File: config.mk
export PLATFORM = sky130hd
export DESIGN_NAME = instr_fetch_flat
export DESIGN_NICKNAME = d
export VERILOG_FILES = /design/src/rtl/fetch_pkg.sv /design/src/rtl/instr_fetch_if.sv /design/src/rtl/pc_next.sv /design/src/rtl/instr_fetch.sv /design/src/flat_wrapper.sv
export SDC_FILE = /design/constraint.sdc
export NUM_CORES = 1
export LEC_CHECK = 0
export BUFFER_PORTS_ARGS = -buffer_cell sky130_fd_sc_hd__buf_2
export CAP_MARGIN = 20
export CORE_ASPECT_RATIO = 1.25
export CORE_UTILIZATION = 46
export CTS_CLUSTER_DIAMETER = 120
export CTS_CLUSTER_SIZE = 30
export DETAILED_ROUTE_END_ITERATION = 8
export GPL_TIMING_DRIVEN = 0
export HOLD_SLACK_MARGIN = 0.08
export PLACE_DENSITY = 0.89
export REMOVE_ABC_BUFFERS = 1
export SYNTH_ARGS = -nofsm -noshare
export SYNTH_HDL_FRONTEND = slang
export SYNTH_SLANG_ARGS = --single-unit
File: constraint.sdc
create_clock -name clk_i -period 3.1 [get_ports clk_i]
set_clock_uncertainty 0.1 [all_clocks]
set_input_delay 0.62 -clock clk_i [delete_from_list [all_inputs] [get_ports clk_i]]
set_output_delay 0.62 -clock clk_i [all_outputs]
set_load 0.005 [all_outputs]
File: src/rtl/fetch_pkg.sv
// Shared types and constants for the instruction fetch stage.
// Latency: none (definitions only).
// Backpressure: not applicable.
package fetch_pkg;

  typedef enum logic [1:0] {
    IDLE  = 2'd0,
    REQ   = 2'd1,
    WAIT  = 2'd2,
    VALID = 2'd3
  } fetch_state_t;

  localparam logic [31:0] NOP_INSTR        = 32'h0000_0013;
  localparam logic [31:0] DEFAULT_RESET_PC = 32'h0000_0000;

  // Instruction addresses are word aligned; the low two bits are dropped.
  function automatic logic [31:0] word_align(input logic [31:0] addr);
    return addr & 32'hFFFF_FFFC;
  endfunction

endpackage

File: src/rtl/instr_fetch_if.sv
// Bundles the imem req/gnt/rvalid bus, the decode valid/ready port and the redirect port.
// Latency: none (wires only).
// Backpressure: carried by imem_gnt_i and instr_ready_i.
interface instr_fetch_if;

  logic        imem_req_o;
  logic [31:0] imem_addr_o;
  logic        imem_gnt_i;
  logic        imem_rvalid_i;
  logic [31:0] imem_rdata_i;
  logic [31:0] instr_o;
  logic [31:0] pc_o;
  logic [31:0] pc_plus4_o;
  logic        instr_valid_o;
  logic        instr_ready_i;
  logic        redirect_i;
  logic [31:0] redirect_pc_i;

  modport master (
    output imem_req_o, imem_addr_o, instr_o, pc_o, pc_plus4_o, instr_valid_o,
    input  imem_gnt_i, imem_rvalid_i, imem_rdata_i, instr_ready_i, redirect_i, redirect_pc_i
  );

  modport slave (
    input  imem_req_o, imem_addr_o, instr_o, pc_o, pc_plus4_o, instr_valid_o,
    output imem_gnt_i, imem_rvalid_i, imem_rdata_i, instr_ready_i, redirect_i, redirect_pc_i
  );

endinterface

File: src/rtl/pc_next.sv
// Next-PC select: aligned redirect target, pc+4 on consume, otherwise hold.
// Latency: combinational.
// Backpressure: hold is selected whenever the current instruction is not consumed.
module pc_next
  import fetch_pkg::*;
(
  input  logic [31:0] pc_i,
  input  logic        advance_i,
  input  logic        redirect_i,
  input  logic [31:0] redirect_pc_i,
  output logic [31:0] pc_next_o
);

  // Redirect wins over sequential advance; PC wraps modulo 2^32.
  always_comb begin
    pc_next_o = pc_i;
    if (redirect_i) begin
      pc_next_o = word_align(redirect_pc_i);
    end else if (advance_i) begin
      pc_next_o = pc_i + 32'd4;
    end
  end

endmodule

File: src/rtl/instr_fetch.sv
// Fetch stage: holds the PC, issues one imem request at a time, hands words to decode.
// Latency: REQ with gnt -> rvalid next cycle -> instr_valid_o the cycle after (1 instr / 3 cycles peak).
// Backpressure: VALID holds instr_o/pc_o and issues no new request until instr_ready_i.
module instr_fetch
  import fetch_pkg::*;
#(
  parameter logic [31:0] RESET_PC = DEFAULT_RESET_PC
) (
  input  logic clk_i,
  input  logic rst_i,
  instr_fetch_if.master bus
);

  fetch_state_t state_q, state_d;
  logic [31:0]  pc_q, pc_d;
  logic [31:0]  instr_q, instr_d;
  logic         kill_q, kill_d;
  logic         advance;

  assign advance = (state_q == VALID) && bus.instr_ready_i;

  pc_next u_pc_next (
    .pc_i          (pc_q),
    .advance_i     (advance),
    .redirect_i    (bus.redirect_i),
    .redirect_pc_i (bus.redirect_pc_i),
    .pc_next_o     (pc_d)
  );

  // State, PC, kill flag and instruction registers.
  always_ff @(posedge clk_i or negedge rst_i) begin
    if (!rst_i) begin
      state_q <= IDLE;
      pc_q    <= RESET_PC;
      instr_q <= NOP_INSTR;
      kill_q  <= 1'b0;
    end else begin
      state_q <= state_d;
      pc_q    <= pc_d;
      instr_q <= instr_d;
      kill_q  <= kill_d;
    end
  end

  // Next state; kill marks a granted fetch whose data must be thrown away.
  always_comb begin
    state_d = state_q;
    kill_d  = kill_q;
    instr_d = instr_q;
    case (state_q)
      IDLE: state_d = REQ;
      REQ: begin
        if (bus.imem_gnt_i) begin
          state_d = WAIT;
          kill_d  = bus.redirect_i;
        end
      end
      WAIT: begin
        if (bus.imem_rvalid_i) begin
          kill_d = 1'b0;
          if (kill_q || bus.redirect_i) begin
            state_d = REQ;
          end else begin
            instr_d = bus.imem_rdata_i;
            state_d = VALID;
          end
        end else if (bus.redirect_i) begin
          kill_d = 1'b1;
        end
      end
      VALID: begin
        if (bus.redirect_i || bus.instr_ready_i) begin
          state_d = REQ;
        end
      end
      default: state_d = IDLE;
    endcase
  end

  assign bus.imem_req_o    = (state_q == REQ);
  assign bus.imem_addr_o   = pc_q;
  assign bus.instr_valid_o = (state_q == VALID);
  assign bus.instr_o       = instr_q;
  assign bus.pc_o          = pc_q;
  assign bus.pc_plus4_o    = pc_q + 32'd4;

endmodule

File: src/flat_wrapper.sv
// flat-port wrapper written by rule: the top's interface ports become plain ports
module instr_fetch_flat import fetch_pkg::*;
#(
  parameter logic [31:0] RESET_PC = DEFAULT_RESET_PC
)
  (clk_i, rst_i, bus_imem_req_o, bus_imem_addr_o, bus_instr_o, bus_pc_o, bus_pc_plus4_o, bus_instr_valid_o, bus_imem_gnt_i, bus_imem_rvalid_i, bus_imem_rdata_i, bus_instr_ready_i, bus_redirect_i, bus_redirect_pc_i);
  instr_fetch_if bus_i ();
  input  logic clk_i;
  input  logic rst_i;
  output wire logic [$bits(bus_i.imem_req_o)-1:0] bus_imem_req_o;
  output wire logic [$bits(bus_i.imem_addr_o)-1:0] bus_imem_addr_o;
  output wire logic [$bits(bus_i.instr_o)-1:0] bus_instr_o;
  output wire logic [$bits(bus_i.pc_o)-1:0] bus_pc_o;
  output wire logic [$bits(bus_i.pc_plus4_o)-1:0] bus_pc_plus4_o;
  output wire logic [$bits(bus_i.instr_valid_o)-1:0] bus_instr_valid_o;
  input wire logic [$bits(bus_i.imem_gnt_i)-1:0] bus_imem_gnt_i;
  input wire logic [$bits(bus_i.imem_rvalid_i)-1:0] bus_imem_rvalid_i;
  input wire logic [$bits(bus_i.imem_rdata_i)-1:0] bus_imem_rdata_i;
  input wire logic [$bits(bus_i.instr_ready_i)-1:0] bus_instr_ready_i;
  input wire logic [$bits(bus_i.redirect_i)-1:0] bus_redirect_i;
  input wire logic [$bits(bus_i.redirect_pc_i)-1:0] bus_redirect_pc_i;
  assign bus_imem_req_o = bus_i.imem_req_o;
  assign bus_imem_addr_o = bus_i.imem_addr_o;
  assign bus_instr_o = bus_i.instr_o;
  assign bus_pc_o = bus_i.pc_o;
  assign bus_pc_plus4_o = bus_i.pc_plus4_o;
  assign bus_instr_valid_o = bus_i.instr_valid_o;
  assign bus_i.imem_gnt_i = bus_imem_gnt_i;
  assign bus_i.imem_rvalid_i = bus_imem_rvalid_i;
  assign bus_i.imem_rdata_i = bus_imem_rdata_i;
  assign bus_i.instr_ready_i = bus_instr_ready_i;
  assign bus_i.redirect_i = bus_redirect_i;
  assign bus_i.redirect_pc_i = bus_redirect_pc_i;
  instr_fetch #(.RESET_PC(RESET_PC)) u_core (.clk_i(clk_i), .rst_i(rst_i), .bus(bus_i));
endmodule
==> out/metrics.csv <==
stage,metric,value,unit
critical_path,crit_buf_inv,1,
logic_synthesis,synth_cells,414,
place,placed_cell_area,4670,um2
place,dp_hpwl,7650,um
critical_path,cpPeakStageDelay,0.59,ns
finish,n_fill_cell,695,
route,postRouteAntennaNets,0,
logic_synthesis,ys_top_cells_by_area,"dfrtp_1, mux2_2, buf_4",
cts,tritoncts,yes,
critical_path,rr_worst_depth,5,
timing,grt_setup_unrepaired,no,
timing,post-route-min-period,2.99,ns
logic_synthesis,yosys_warnings,0,
finish,fin_nets,657,
cts,ctsHtreeMaxLevel,3,
floorplanning,core-area,8290,um2
timing,fmax,0.334,GHz
floorplanning,die_y,106,um
global_route,grt_pass1_vias,3613,
route,wl,10700,um
place,dp_slack,-0.114,ns
critical_path,worstPathArrival,2.27,ns
critical_path,regToRegEndpoint,u_core.bus.imem_addr_o[29],
cts,cts_root_buf,clkbuf_8,
critical_path,startpoint_type,flop,
cts,clk_path_buf_depth,2,
floorplanning,start_util,47.7,%
outcome,failed_checks,DRC,
logic_synthesis,syn_area,3960,um2
logic_synthesis,syn_avg_cell_area,9.56,um2
global_route,antenna_found_initial,0,
floorplanning,die_area,8980,um2
power_and_ir_drop,ir_drop,0.334,mV
floorplanning,rows,37,
global_route,grt_use_total,23.9,%
global_route,grtUsageMet2,43.8,%
critical_path,r2r_start,u_core.bus.imem_addr_o[4],
logic_synthesis,synth.largest_area_cell,dfrtp_1,
critical_path,path_class,flop to output port,
critical_path,cp_slowest_cell,or4_4,
power_and_ir_drop,finalPower,0.00297,W
finish,register_area,1650,um2
cts,holdBufCountCts,0,
finish,multi_input_area,1970,um2
cts,clk_latency,0.35,ns
cts,cts_buffers,9,
critical_path,cp-end-kind,output port,
power_and_ir_drop,p_seq_share,44.1,%
critical_path,path_delay_family,simple AND/OR/NAND/NOR gates,
global_route,grtUsageMet3,5.01,%
logic_synthesis,synth-async-reset-ratio,100,%
place,place_congestion,0.801,
timing,fin_ws,0.108,ns
outcome,status,"finished, violations left",
logic_synthesis,synth_seq_area_share,41.2,%
route,via_per_inst,5.51,
cts,cts.sinks,65,
min_path,hold_path_class,primary input to async pin,
job,maxCapViolCount,0,
timing,relSlewSlack,44.8,%
route,drtIter0Drc,213,
floorplanning,die_w,85.0,um
timing,worstMarginPinSlew,0.827,ns
route,routedWlPerCell,15.7,um
logic_synthesis,ys_seq_elements,65,
logic_synthesis,synth_edf_count,0,
logic_synthesis,synth_common_cells,"dfrtp_1, buf_4, nor2_1",
power_and_ir_drop,switching_share,33.0,%
logic_synthesis,synth_top_cell_area_share,39.2,%
power_and_ir_drop,switching_power,0.000982,W
route,drt_first_pass_iters,7,
global_route,gr-usage-met1,26.9,%
timing,setup_viol,0,
finish,antennaDiodeCount,0,
timing,report.final.slew_viol_count,0,
finish,drive_above_1_share,51.1,%
place,io_buffer_count,191,
power_and_ir_drop,power.density,582,nW/um2
global_route,grt_max_degree,66,
floorplanning,io_pins,200,
global_route,grt_pass1_wl,16900,um
logic_synthesis,yosysUniqueCellTypes,40,
critical_path,crit_chain,"nand4_1, or4_4, or4_1, xnor2_1, buf_2",
critical_path,critPathMaxFanout,8,
finish,area_growth,29.2,%
power_and_ir_drop,internal-power,0.00199,W
timing,hold_viol_final,0,
route,via_count,3770,
finish,fin_area,5110,um2
critical_path,reg2reg_slack,0.64,ns
power_and_ir_drop,pwr-share-clk,22.5,%
cts,cts.reportedPaths.clkPinSlew,0.08,ns
global_route,overflow,0,
route,drc,14,
global_route,grt_most_used_layer,met2,
critical_path,worstPathRequired,2.38,ns
power_and_ir_drop,p_leak,2.37,nW
logic_synthesis,yosysMostFrequentCell,dfrtp_1,
timing,period_share,96.5,%
logic_synthesis,synth_flop_cell,dfrtp_1,
power_and_ir_drop,pwr-share-comb,33.5,%
## sequential cells by signal (all words and copies together) (netlist names)
register	count
u_core.bus.imem_addr_o	30
u_core.kill_q	1
u_core.state_q	2
u_core.bus.instr_o	32
## kinds of logic after synthesis
family | Yosys count | share of synthesized area, %
simple gates | 143 | 19.7
buf+inv | 73 | 10.7
flops | 65 | 41.2
compound gates | 54 | 8.44
xor+xnor | 38 | 8.41
mux | 35 | 9.90
fa+ha+maj | 5 | 1.58
other cells | 1 | 0.0948
## how the worst max path moves through the flow
stage                               start                  to  slack, ns  cells after the start
5_1_grt         u_core.bus.imem_addr_o[2]  bus_pc_plus4_o[18]       0.01                      6
3_5_place_dp    u_core.bus.imem_addr_o[4]  bus_pc_plus4_o[31]      -0.11                      5
4_1_cts        u_core.bus.imem_addr_o[27]  bus_pc_plus4_o[31]      0.004                      5
6_report       u_core.bus.imem_addr_o[25]  bus_pc_plus4_o[31]       0.11                      5
3_3_place_gp    u_core.bus.imem_addr_o[4]  bus_pc_plus4_o[23]      -0.11                      5
2_1_floorplan   u_core.bus.imem_addr_o[4]  bus_pc_plus4_o[23]       0.21                      4
## power by group through the flow
stage                     combinational, W  sequential [W]  clock (W)
final                             0.000996         0.00131   0.000668
after global routing               0.00110         0.00135   0.000720
after CTS                         0.000974         0.00132   0.000684
after detailed placement          0.000947         0.00134          0
after global placement            0.000907         0.00131          0
after floorplan                   0.000437         0.00134          0
## per-layer routing
metal,wire length [um],vias up
li1,-,1776
met3,644,16
met5,0,-
met4,165,0
met2,5690,163
met1,4230,1815
## worst register-to-register path: cells and delay by family, from the launching register on
| family | cells | cell delay, ns |
|---|---|---|
| simple gates | 3 | 1.47 |
| flops | 1 | 0.46 |
| buf+inv | 1 | 0.20 |
| compound gates | 1 | 0.17 |
## cell usage in the layout (no fill, tap or decap), types with 4 or more instances in the layout
master and n:
mux2_2 33, xor2_1 16, buf_4 26, nand2_1 30, buf_2 190, o31ai_1 12, inv_1 6, or3_1 8
xnor2_1 22, nor3_1 4, nand4_1 12, nand3_1 11, and4_1 5, nor2_1 34, o21ai_0 17, a31oi_1 19
conb_1 6, dfrtp_1 43, clkbuf_8 10, dfrtp_2 19, or4_1 17, ha_1 4
## per-stage QoR
stage / hold slack (ns) / utilization, % / instances / TNS [ns]
finish: 0.277 / 61.7 / 684 / 0
global route: 0.346 / 61.7 / 684 / 0
CTS: 0.300 / 59.8 / 667 / 0
detailed placement: 0.390 / 56.4 / 642 / -0.225
global placement: 0.383 / 56.2 / 641 / -0.213
floorplan: 0.224 / - / 353 / 0
## layout make-up
class | count | share of cell area (%)
clock buffers | 11 | 2.77
clock inverters | 5 | 0.783
multi-input cells | 282 | 38.5
inverters | 7 | 0.514
flip-flops and latches | 65 | 32.4
well taps | 97 | 2.37
repair buffers | 217 | 22.7
## timing repair
item                                    in CTS  in global routing
gates resized for setup                     13                 13
cloned                                       1                  0
endpoints found under the setup margin      11                 10
buffers inserted                             8                 17
pin swaps                                    3                  3
No activity file was read; power rests on OpenSTA's default activity.
